## src/rtl/ula_pkg.sv

```systemverilog
// Shared encodings for the sequenced 4-bit ALU.
// Opcodes, FSM states and the reserved-opcode helper.
package ula_pkg;

    localparam logic [2:0] OP_SOMA   = 3'b000;
    localparam logic [2:0] OP_SUB    = 3'b001;
    localparam logic [2:0] OP_SOMA_C = 3'b010;
    localparam logic [2:0] OP_SUB_B  = 3'b011;
    localparam logic [2:0] OP_MUL    = 3'b100;

    localparam logic [1:0] OCIOSO     = 2'd0;
    localparam logic [1:0] EXECUTA    = 2'd1;
    localparam logic [1:0] MULTIPLICA = 2'd2;
    localparam logic [1:0] RESULTADO  = 2'd3;

    function automatic logic op_reservado(input logic [2:0] op);
        return op[2] && (op[1:0] != 2'b00);
    endfunction

endpackage

```

## src/rtl/ula_sequenciador_if.sv

```systemverilog
// Command/result handshake bundle of the sequenced ALU.
// The ALU takes the slave side, its driver the master side.
interface ula_sequenciador_if;
    logic       entrada_valida;
    logic       entrada_pronta;
    logic [2:0] op;
    logic [3:0] a;
    logic [3:0] b;
    logic [7:0] resultado;
    logic       flag_zero;
    logic       flag_neg;
    logic       flag_carry;
    logic       flag_ov;
    logic       saida_valida;
    logic       saida_pronta;
    logic       op_invalida;

    modport slave (
        input  entrada_valida, op, a, b, saida_pronta,
        output entrada_pronta, resultado, flag_zero, flag_neg,
        output flag_carry, flag_ov, saida_valida, op_invalida
    );

    modport master (
        output entrada_valida, op, a, b, saida_pronta,
        input  entrada_pronta, resultado, flag_zero, flag_neg,
        input  flag_carry, flag_ov, saida_valida, op_invalida
    );
endinterface

```

## src/rtl/somador_subtrator_4bits.sv

```systemverilog
// Combinational 4-bit adder/subtractor with carry-out and overflow.
// Subtraction is a + ~b + cin, so carry=1 means no borrow.
module somador_subtrator_4bits (
    input  logic [3:0] a_i,
    input  logic [3:0] b_i,
    input  logic       modo_sub_i,
    input  logic       cin_i,
    output logic [4:0] s_o,
    output logic       ov_o
);
    logic [3:0] bmod;

    assign bmod = b_i ^ {4{modo_sub_i}};
    assign s_o  = {1'b0, a_i} + {1'b0, bmod} + {4'b0, cin_i};
    assign ov_o = (a_i[3] == bmod[3]) && (s_o[3] != a_i[3]);
endmodule

```

## src/rtl/ula_sequenciador.sv

```systemverilog
// Sequenced 4-bit ALU: add/sub in one step, MUL by 4-step shift-add,
// both through a single shared adder; result held until consumed.
module ula_sequenciador
    import ula_pkg::*;
#(
    parameter int unsigned HABILITA_MUL = 1
) (
    input logic              clk,
    input logic              rst,
    ula_sequenciador_if.slave bus
);
    localparam bit MUL_ON = (HABILITA_MUL != 0);

    logic [1:0] estado_q, estado_d;
    logic [3:0] a_q, a_d;
    logic [3:0] b_q, b_d;
    logic [3:0] hi_q, hi_d;
    logic [2:0] op_q, op_d;
    logic [1:0] cnt_q, cnt_d;
    logic       carry_q, carry_d;
    logic [7:0] res_q, res_d;
    logic       z_q, z_d, n_q, n_d, c_q, c_d, v_q, v_d;
    logic       inv_q, inv_d;

    logic [3:0] add_a, add_b;
    logic       modo_sub, cin;
    logic [4:0] s;
    logic       ov;
    logic [7:0] prod;

    somador_subtrator_4bits u_soma (
        .a_i       (add_a),
        .b_i       (add_b),
        .modo_sub_i(modo_sub),
        .cin_i     (cin),
        .s_o       (s),
        .ov_o      (ov)
    );

    // In MULTIPLICA a_q is the multiplicand and b_q the shifting low nibble
    always_comb begin
        add_a    = a_q;
        add_b    = b_q;
        modo_sub = 1'b0;
        cin      = 1'b0;
        if (estado_q == MULTIPLICA) begin
            add_a = hi_q;
            add_b = b_q[0] ? a_q : 4'h0;
        end else begin
            unique case (op_q)
                OP_SOMA:   cin = 1'b0;
                OP_SUB:    begin modo_sub = 1'b1; cin = 1'b1; end
                OP_SOMA_C: cin = carry_q;
                OP_SUB_B:  begin modo_sub = 1'b1; cin = carry_q; end
                default:   cin = 1'b0;
            endcase
        end
    end

    assign prod = {s, b_q[3:1]};

    always_comb begin
        estado_d = estado_q;
        a_d      = a_q;
        b_d      = b_q;
        hi_d     = hi_q;
        op_d     = op_q;
        cnt_d    = cnt_q;
        carry_d  = carry_q;
        res_d    = res_q;
        z_d      = z_q;
        n_d      = n_q;
        c_d      = c_q;
        v_d      = v_q;
        inv_d    = inv_q;
        case (estado_q)
            OCIOSO: begin
                if (bus.entrada_valida) begin
                    a_d   = bus.a;
                    b_d   = bus.b;
                    op_d  = bus.op;
                    hi_d  = 4'h0;
                    cnt_d = 2'd0;
                    if (MUL_ON && bus.op == OP_MUL) estado_d = MULTIPLICA;
                    else                            estado_d = EXECUTA;
                end
            end
            EXECUTA: begin
                res_d    = {4'h0, s[3:0]};
                c_d      = s[4];
                v_d      = ov;
                n_d      = s[3];
                z_d      = (s[3:0] == 4'h0);
                inv_d    = op_reservado(op_q);
                carry_d  = s[4];
                estado_d = RESULTADO;
            end
            MULTIPLICA: begin
                hi_d  = s[4:1];
                b_d   = {s[0], b_q[3:1]};
                cnt_d = cnt_q + 2'd1;
                if (cnt_q == 2'd3) begin
                    res_d    = prod;
                    c_d      = 1'b0;
                    v_d      = 1'b0;
                    n_d      = prod[7];
                    z_d      = (prod == 8'h00);
                    inv_d    = 1'b0;
                    carry_d  = 1'b0;
                    estado_d = RESULTADO;
                end
            end
            RESULTADO: begin
                if (bus.saida_pronta) estado_d = OCIOSO;
            end
            default: estado_d = OCIOSO;
        endcase
    end

    always_ff @(posedge clk) begin
        if (rst) begin
            estado_q <= OCIOSO;
            a_q      <= '0;
            b_q      <= '0;
            hi_q     <= '0;
            op_q     <= '0;
            cnt_q    <= '0;
            carry_q  <= 1'b0;
            res_q    <= '0;
            z_q      <= 1'b0;
            n_q      <= 1'b0;
            c_q      <= 1'b0;
            v_q      <= 1'b0;
            inv_q    <= 1'b0;
        end else begin
            estado_q <= estado_d;
            a_q      <= a_d;
            b_q      <= b_d;
            hi_q     <= hi_d;
            op_q     <= op_d;
            cnt_q    <= cnt_d;
            carry_q  <= carry_d;
            res_q    <= res_d;
            z_q      <= z_d;
            n_q      <= n_d;
            c_q      <= c_d;
            v_q      <= v_d;
            inv_q    <= inv_d;
        end
    end

    assign bus.entrada_pronta = (estado_q == OCIOSO);
    assign bus.saida_valida   = (estado_q == RESULTADO);
    assign bus.resultado      = res_q;
    assign bus.flag_zero      = z_q;
    assign bus.flag_neg       = n_q;
    assign bus.flag_carry     = c_q;
    assign bus.flag_ov        = v_q;
    assign bus.op_invalida    = inv_q;
endmodule

```

## src/flat_wrapper.sv

```systemverilog
// flat-port wrapper written by rule: the top's interface ports become plain ports
module ula_sequenciador_flat import ula_pkg::*;
#(
    parameter int unsigned HABILITA_MUL = 1
)
  (clk, rst, bus_entrada_valida, bus_op, bus_a, bus_b, bus_saida_pronta, bus_entrada_pronta, bus_resultado, bus_flag_zero, bus_flag_neg, bus_flag_carry, bus_flag_ov, bus_saida_valida, bus_op_invalida);
  ula_sequenciador_if bus_i ();
  input logic clk;
  input logic rst;
  input wire logic [$bits(bus_i.entrada_valida)-1:0] bus_entrada_valida;
  input wire logic [$bits(bus_i.op)-1:0] bus_op;
  input wire logic [$bits(bus_i.a)-1:0] bus_a;
  input wire logic [$bits(bus_i.b)-1:0] bus_b;
  input wire logic [$bits(bus_i.saida_pronta)-1:0] bus_saida_pronta;
  output wire logic [$bits(bus_i.entrada_pronta)-1:0] bus_entrada_pronta;
  output wire logic [$bits(bus_i.resultado)-1:0] bus_resultado;
  output wire logic [$bits(bus_i.flag_zero)-1:0] bus_flag_zero;
  output wire logic [$bits(bus_i.flag_neg)-1:0] bus_flag_neg;
  output wire logic [$bits(bus_i.flag_carry)-1:0] bus_flag_carry;
  output wire logic [$bits(bus_i.flag_ov)-1:0] bus_flag_ov;
  output wire logic [$bits(bus_i.saida_valida)-1:0] bus_saida_valida;
  output wire logic [$bits(bus_i.op_invalida)-1:0] bus_op_invalida;
  assign bus_i.entrada_valida = bus_entrada_valida;
  assign bus_i.op = bus_op;
  assign bus_i.a = bus_a;
  assign bus_i.b = bus_b;
  assign bus_i.saida_pronta = bus_saida_pronta;
  assign bus_entrada_pronta = bus_i.entrada_pronta;
  assign bus_resultado = bus_i.resultado;
  assign bus_flag_zero = bus_i.flag_zero;
  assign bus_flag_neg = bus_i.flag_neg;
  assign bus_flag_carry = bus_i.flag_carry;
  assign bus_flag_ov = bus_i.flag_ov;
  assign bus_saida_valida = bus_i.saida_valida;
  assign bus_op_invalida = bus_i.op_invalida;
  ula_sequenciador #(.HABILITA_MUL(HABILITA_MUL)) u_core (.clk(clk), .rst(rst), .bus(bus_i));
endmodule
```

## config.mk

```make
export PLATFORM = sky130hd
export DESIGN_NAME = ula_sequenciador_flat
export DESIGN_NICKNAME = d
export VERILOG_FILES = /design/src/rtl/ula_pkg.sv /design/src/rtl/ula_sequenciador_if.sv /design/src/rtl/somador_subtrator_4bits.sv /design/src/rtl/ula_sequenciador.sv /design/src/flat_wrapper.sv
export SDC_FILE = /design/constraint.sdc
export NUM_CORES = 1
export LEC_CHECK = 0
export ABC_AREA = 1
export BUFFER_PORTS_ARGS = -buffer_cell sky130_fd_sc_hd__buf_2
export CORE_MARGIN = 2
export CORE_UTILIZATION = 50
export CTS_CLUSTER_SIZE = 40
export DETAILED_ROUTE_END_ITERATION = 10
export PLACE_DENSITY_LB_ADDON = 0.15
export RECOVER_POWER = 50
export SYNTH_ARGS = -nofsm -noshare
export SYNTH_HDL_FRONTEND = slang
export SYNTH_SLANG_ARGS = --single-unit
export TNS_END_PERCENT = 20
```

## constraint.sdc

```tcl
create_clock -name clk -period 2.8 [get_ports clk]
set_clock_uncertainty 0.1 [all_clocks]
set_input_delay 0.14 -clock clk [delete_from_list [all_inputs] [get_ports clk]]
set_output_delay 0.14 -clock clk [all_outputs]
set_load 0.02 [all_outputs]
```

==> flow_metrics.py, run 1 <==
metrics = {
    "job": {
        "max_cap_violations": 0,
    },
    "synthesis": {
        "syn-mean-instance-area_sq_um": 7.16,
        "seq_area_frac_synth_pct": 37.0,
        "synth_cell_type_count": 28,
        "ys_seq_elements": 32,
        "syn_area_sq_um": 1730,
        "syn_nets": 267,
        "yosys_warnings": 0,
        "synth_cells": 242,
    },
    "route": {
        "final_antenna_net_count": 0,
        "vias": 1684,
        "wl_per_cell_um": 12.3,
        "drt_iter0_markers": 88,
        "dr.pass1.iters": 4,
        "wl_met3_um": 218,
        "wl_met1_um": 1860,
        "top_layer_used": "met4",
        "avgViaCountPerCell": 5.07,
        "wl_met2_um": 1950,
        "wirelength_um": 4070,
        "drc": 0,
    },
    "worst_setup_path": {
        "critical_path_arrival_ns": 2.77,
        "cp.required_ns": 2.96,
        "end_kind": "register",
        "path_class": "register to register",
        "cp-start-kind": "register",
        "path_max_fanout": 6,
    },
    "floorplanning": {
        "die_x_um": 62.9,
        "rows": 21,
        "io_pins": 30,
        "dieArea_sq_um": 3950,
        "core-area_sq_um": 3340,
        "initial_utilization_pct": 51.9,
        "die_h_um": 62.9,
    },
    "cts": {
        "cts_num_sinks": 32,
        "numCtsBuffers": 5,
        "cts_tree": "done",
        "clkLatencyLatePin_ns": 0.33,
        "clockBufferDepth": 2,
        "htree_num_levels": 2,
        "cts-root-buf": "clkbuf_4",
        "path_clk_slew_ns": 0.10,
    },
    "power_and_ir_drop": {
        "p_per_area_nw_per_um2": 1070,
        "power_mw": 2.23,
        "vdd_drop_max_v": 0.000577,
        "power.leakage_nw": 0.914,
    },
    "place": {
        "globalplace.congestion": 0.849,
        "portBuffers": 29,
        "dpl.cell_count": 313,
        "dp.final_hpwl_um": 3060,
    },
    "global_routing": {
        "grt_pass1_wl_um": 7220,
        "grt-ovfl-total": 0,
        "grt_usage_pct": 23.3,
        "antenna_found_initial": 0,
        "first_global_vias": 1615,
        "grt_max_degree": 20,
    },
    "hold_path": {
        "hp-class": "input port to register",
    },
    "layout": {
        "fillers": 338,
        "nets": 311,
        "diodes": 0,
        "syn_to_final_growth_pct": 19.7,
        "drive_above_1_share_pct": 13.3,
        "fin_util_pct": 62.1,
        "layout.cells.non_filler": 332,
    },
    "sta": {
        "max-slew-margin-rel_pct": 46.1,
        "period_needed_ns": 2.61,
        "holdWs_ns": 0.0932,
        "finalSetupViolations": 0,
        "worst_slew_pin_slew_ns": 0.799,
        "fmax_mhz": 383,
        "final-max-slew-violation-count": 0,
        "fin_crit_sh_pct": 93.3,
        "hold_viol": 0,
        "tns_ns": 0,
    },
    "outcome": {
        "status": "finished clean",
    },
}
==> metal layers <==
layer / track usage (%) / vias up
met1: 28.5 / 767
met4: 8.61 / 0
met5: 0 / -
met3: 6.31 / 6
li1: - / 865
met2: 39.0 / 46
==> layout make-up <==
type | instances | area [sq um] | area share [%]
multi-input combinational | 168 | 918 | 44.3
sequential | 32 | 641 | 30.9
inverter | 33 | 124 | 5.98
timing repair buffer | 46 | 285 | 13.8
clock inverter | 1 | 5.00 | 0.242
tap | 46 | 57.6 | 2.78
clock buffer | 6 | 41.3 | 1.99
==> worst paths after layout <==
check                                      startpoint  depth (start not counted)                                  end  slack, ns
hold / removal                                    rst                          2          u_core.hi_q[0]$_SDFFE_PP0P_       0.09
hold reg to reg   u_core.bus.op_invalida$_SDFFE_PP0P_                          2  u_core.bus.op_invalida$_SDFFE_PP0P_       0.37
setup / recovery      u_core.estado_q[0]$_SDFFE_PP0P_                         14    u_core.bus.flag_zero$_SDFFE_PP0P_       0.19
setup reg to reg      u_core.estado_q[0]$_SDFFE_PP0P_                         14    u_core.bus.flag_zero$_SDFFE_PP0P_       0.19
==> layout by cell type, fill, tap and decap left out, types with 3 or more instances in the layout <==
cell type / synthesis / layout
o21ai_0: 17 / 18
nor2_1: 14 / 14
inv_2: 3 / 3
nand3_1: 11 / 11
a21oi_1: 30 / 30
clkbuf_4: 0 / 5
inv_1: 30 / 30
dfxtp_1: 32 / 32
nand2_1: 60 / 61
ha_1: 8 / 7
dlygate4sd3_1: 0 / 11
a31oi_1: 3 / 3
buf_4: 2 / 5
clkbuf_1: 3 / 16
o21ai_1: 7 / 7
buf_2: 1 / 14
==> critical path, stage by stage, from the launching register on <==
cell and delay [ns]:
dfxtp_1 0.34, inv_1 0.12, ha_4 0.19, inv_2 0.04, o21ai_1 0.20, xor2_2 0.21
fa_2 0.25, inv_1 0.05, fa_1 0.52, nand2_1 0.06, nor2_1 0.11, nand2_1 0.05
nor2_1 0.10, nand3_1 0.09, a21oi_1 0.11
==> power breakdown <==
group          switching, mW  internal [mW]
registers             0.0775          0.568
logic                  0.874          0.464
clock network          0.149         0.0924
total                   1.10           1.12
==> through the flow <==
step                      instance area [sq um]  setup WS, ns
final                                      2070         0.186
after global routing                       2070       -0.0191
after global placement                     1910         0.191
after CTS                                  2060        0.0568
after detailed placement                   1910        0.0776
after floorplan                            1730         0.156
==> synth_stat cells <==
| cell | n | area, sq um |
|---|---|---|
| clkbuf_1 | 3 | 11.3 |
| buf_6 | 3 | 33.8 |
| ha_1 | 8 | 100 |
| xor2_2 | 1 | 16.3 |
| nand2_1 | 60 | 225 |
| nand3b_1 | 1 | 7.51 |
| inv_1 | 30 | 113 |
| o2bb2ai_1 | 1 | 8.76 |
| xor2_1 | 1 | 8.76 |
| a22oi_1 | 1 | 7.51 |
| a21oi_1 | 30 | 150 |
| nor2_1 | 14 | 52.6 |
| fa_1 | 2 | 40.0 |
| inv_2 | 3 | 11.3 |
| nand3_1 | 11 | 55.1 |
| dfxtp_1 | 32 | 641 |
| buf_4 | 2 | 15.0 |
| xnor2_1 | 2 | 17.5 |
| o21ai_0 | 17 | 85.1 |
| nand2_2 | 1 | 6.26 |
| nand4_1 | 1 | 6.26 |
| o21ai_1 | 7 | 35.0 |
| nand2_4 | 1 | 11.3 |
| a21oi_2 | 2 | 17.5 |
| o22ai_1 | 1 | 6.26 |
| a31oi_1 | 3 | 18.8 |
| o21ai_2 | 3 | 26.3 |
| buf_2 | 1 | 5.00 |
==> state kept, by name, indices dropped and copies added (netlist names) <==
register	flops
u_core.a_q	4
u_core.b_q	4
u_core.bus.flag_neg	1
u_core.bus.flag_ov	1
u_core.bus.flag_zero	1
u_core.bus.op_invalida	1
u_core.bus.resultado	8
u_core.carry_q	1
u_core.cnt_q	2
u_core.estado_q	2
u_core.hi_q	4
u_core.op_q	3
==> kinds of logic after synthesis <==
family,Yosys count,synth area share [%]
AND/OR/NAND/NOR,89,21.0
XOR/XNOR,4,2.46
buffers and inverters,42,10.9
flip-flops,32,37.0
AO/OA/AOI/OAI,65,20.5
adder cells (fa/ha/maj),10,8.09
==> timing repair <==
item / CTS / global route
endpoints found under the setup margin: 0 / 9
setup buffers: 0 / 1
resized for setup: 0 / 5
hold buffers: 11 / 0
endpoints found under the hold margin: 11 / 0
(Power assumes the default switching activity.)
==> run 2: changes to the inputs <==
Settings changed: CAP_MARGIN set to 25, CELL_PAD_IN_SITES_DETAIL_PLACEMENT set to 1, CELL_PAD_IN_SITES_GLOBAL_PLACEMENT set to 1, CORE_UTILIZATION 50 to 36.
==> run 2 against run 1 <==
  * Count of clock-buffer cells in the layout up 1
  * Worst hold slack got worse by 0.080 ns
  * Clock power is 110% higher
  * Via count decreased by 1.4%
  * Largest power group unchanged
==> flow_metrics.py, run 2 (synthesis gave the netlist of run 1 again) <==
metrics = {
    "floorplanning": {
        "dieArea_sq_um": 5380,
        "core-area_sq_um": 4690,
        "io_pins": 30,
        "die_x_um": 73.4,
        "die_h_um": 73.4,
        "rows": 25,
        "initial_utilization_pct": 36.9,
    },
    "worst_setup_path": {
        "cp.required_ns": 2.92,
        "critical_path_arrival_ns": 2.73,
        "cp-start-kind": "register",
        "slowest_delay_ns": 0.52,
        "cp.buffers_inverters": 3,
        "path_max_fanout": 7,
        "r2r-end": "u_core.bus.flag_zero$_SDFFE_PP0P_",
        "reg2reg_depth": 14,
        "path_class": "register to register",
        "end_kind": "register",
        "path_cells": "inv_1, ha_2, inv_2, o21ai_4, xor2_4, fa_2, inv_1, fa_1, nand2_1, nor2_1, nand2_1, nor2_1, nand3_1, a21oi_1",
        "rrSetupSlack_ns": 0.19,
        "critPathSlowestCell": "fa_1",
        "path_delay_family": "adder cells",
        "reg2reg_from": "u_core.estado_q[0]$_SDFFE_PP0P_",
    },
    "sta": {
        "period_needed_ns": 2.61,
        "max-slew-margin-rel_pct": 61.5,
        "fmax_mhz": 384,
        "final-max-slew-violation-count": 0,
        "finalSetupViolations": 0,
        "layout_setup_ws_ns": 0.193,
        "hold_viol": 0,
        "fin_crit_sh_pct": 93.1,
        "worst_slew_pin_slew_ns": 0.577,
        "holdWs_ns": 0.0132,
        "tns_ns": 0,
    },
    "cts": {
        "htree_num_levels": 2,
        "cts_num_sinks": 32,
        "clockBufferDepth": 2,
        "cts-root-buf": "clkbuf_8",
        "cts_tree": "done",
        "numCtsBuffers": 5,
        "path_clk_slew_ns": 0.07,
        "clkLatencyLatePin_ns": 0.29,
        "hold_buffers": 0,
    },
    "job": {
        "max_cap_violations": 0,
    },
    "global_routing": {
        "grt_pass1_wl_um": 7900,
        "grt-ovfl-total": 0,
        "grt_max_degree": 20,
        "first_global_vias": 1598,
        "grt_usage_pct": 19.7,
        "antenna_found_initial": 0,
    },
    "power_and_ir_drop": {
        "swShare_pct": 47.3,
        "switching_power_mw": 1.19,
        "seqPwrFrac_pct": 25.9,
        "power.leakage_nw": 0.898,
        "p_per_area_nw_per_um2": 1220,
        "p_comb_share_pct": 54.3,
        "clkPwrFrac_pct": 19.8,
        "internal_power_mw": 1.33,
        "vdd_drop_max_v": 0.000420,
    },
    "route": {
        "drc": 0,
        "final_antenna_net_count": 0,
        "vias": 1660,
        "drt_iter0_markers": 48,
        "avgViaCountPerCell": 5.05,
        "dr.pass1.iters": 4,
        "wirelength_um": 4830,
        "wl_per_cell_um": 14.7,
    },
    "place": {
        "dp.final_hpwl_um": 3640,
        "post-place-ws_ns": 0.0473,
        "globalplace.congestion": 0.834,
        "portBuffers": 29,
    },
    "layout": {
        "nets": 299,
        "diodes": 0,
        "fillers": 622,
        "mostFrequentLayoutCell": "nand2_1",
        "final-seq-area_sq_um": 641,
        "syn_to_final_growth_pct": 18.9,
        "multi_input_comb_area_sq_um": 940,
        "layout_common_cells": "nand2_1, dfxtp_1, inv_1, a21oi_1, o21ai_0",
        "largest_reg_flops": 8,
        "drive_above_1_share_pct": 15.3,
    },
    "hold_path": {
        "hp-start": "bus_b[1]",
        "hold_path_depth": 3,
        "worstHoldEndpoint": "u_core.b_q[1]$_SDFFE_PP0P_",
        "hp-class": "input port to register",
    },
    "outcome": {
        "status": "finished clean",
    },
}
==> run 2: cell count changes in the layout (fill, tap and decap cells not counted), sizes merged <==
cell	change
buf	-2
bufinv	+1
clkbuf	+2
clkinv	-1
dlygate4sd3	-11
==> run 2: final cells by class <==
cell class / count / area share [%]
multi-input combinational: 168 / 45.7
sequential: 32 / 31.1
timing repair buffer: 34 / 7.78
inverter: 33 / 6.02
clock buffer: 7 / 4.68
tap: 54 / 3.28
clock inverter: 1 / 1.46
==> run 2: worst max-delay path by stage <==
stage                                    start                                 to  slack, ns  cells after the start
6_report       u_core.estado_q[0]$_SDFFE_PP0P_  u_core.bus.flag_zero$_SDFFE_PP0P_       0.19                     14
5_1_grt        u_core.estado_q[0]$_SDFFE_PP0P_  u_core.bus.flag_zero$_SDFFE_PP0P_      -0.02                     14
4_1_cts        u_core.estado_q[0]$_SDFFE_PP0P_  u_core.bus.flag_zero$_SDFFE_PP0P_       0.03                     14
3_5_place_dp   u_core.estado_q[0]$_SDFFE_PP0P_  u_core.bus.flag_zero$_SDFFE_PP0P_       0.05                     14
3_3_place_gp   u_core.estado_q[0]$_SDFFE_PP0P_  u_core.bus.flag_zero$_SDFFE_PP0P_       0.16                     14
2_1_floorplan  u_core.estado_q[0]$_SDFFE_PP0P_  u_core.bus.flag_zero$_SDFFE_PP0P_       0.16                     14
==> run 2: repair_timing <==
action,in CTS,in global routing
buffers inserted,0,0
endpoints found under the setup margin,0,12
endpoints found under the hold margin,0,0
resized for setup,0,8
==> run 2: routing by layer <==
metal | wire length [um] | vias up | global-route usage, %
met5 | 0 | - | 0
met4 | 81 | 0 | 7.27
met3 | 143 | 7 | 4.39
met2 | 2440 | 22 | 32.3
met1 | 2160 | 789 | 25.1
li1 | - | 842 | -
==> run 2: power by group through the flow <==
stage / Clock, mW / Combinational, mW / Sequential, mW
after floorplan: 0 / 0.984 / 0.681
after global placement: 0 / 1.34 / 0.653
after detailed placement: 0 / 1.36 / 0.653
after CTS: 0.506 / 1.37 / 0.644
after global routing: 0.527 / 1.55 / 0.669
final: 0.498 / 1.37 / 0.652
==> run 2: stage by stage <==
stage | total power [mW] | cells | cell area, sq um | utilization (%)
floorplan | 1.67 | 242 | 1730 | -
finish | 2.52 | 329 | 2060 | 43.9
CTS | 2.52 | 329 | 2040 | 43.5
global placement | 1.99 | 321 | 1920 | 40.9
global route | 2.75 | 329 | 2060 | 43.9
detailed placement | 2.01 | 321 | 1920 | 40.9
==> run 2: worst min-delay path: stages <==
cell and delay (ns):
buf_2 0.09, nand2_1 0.05, a31oi_1 0.07
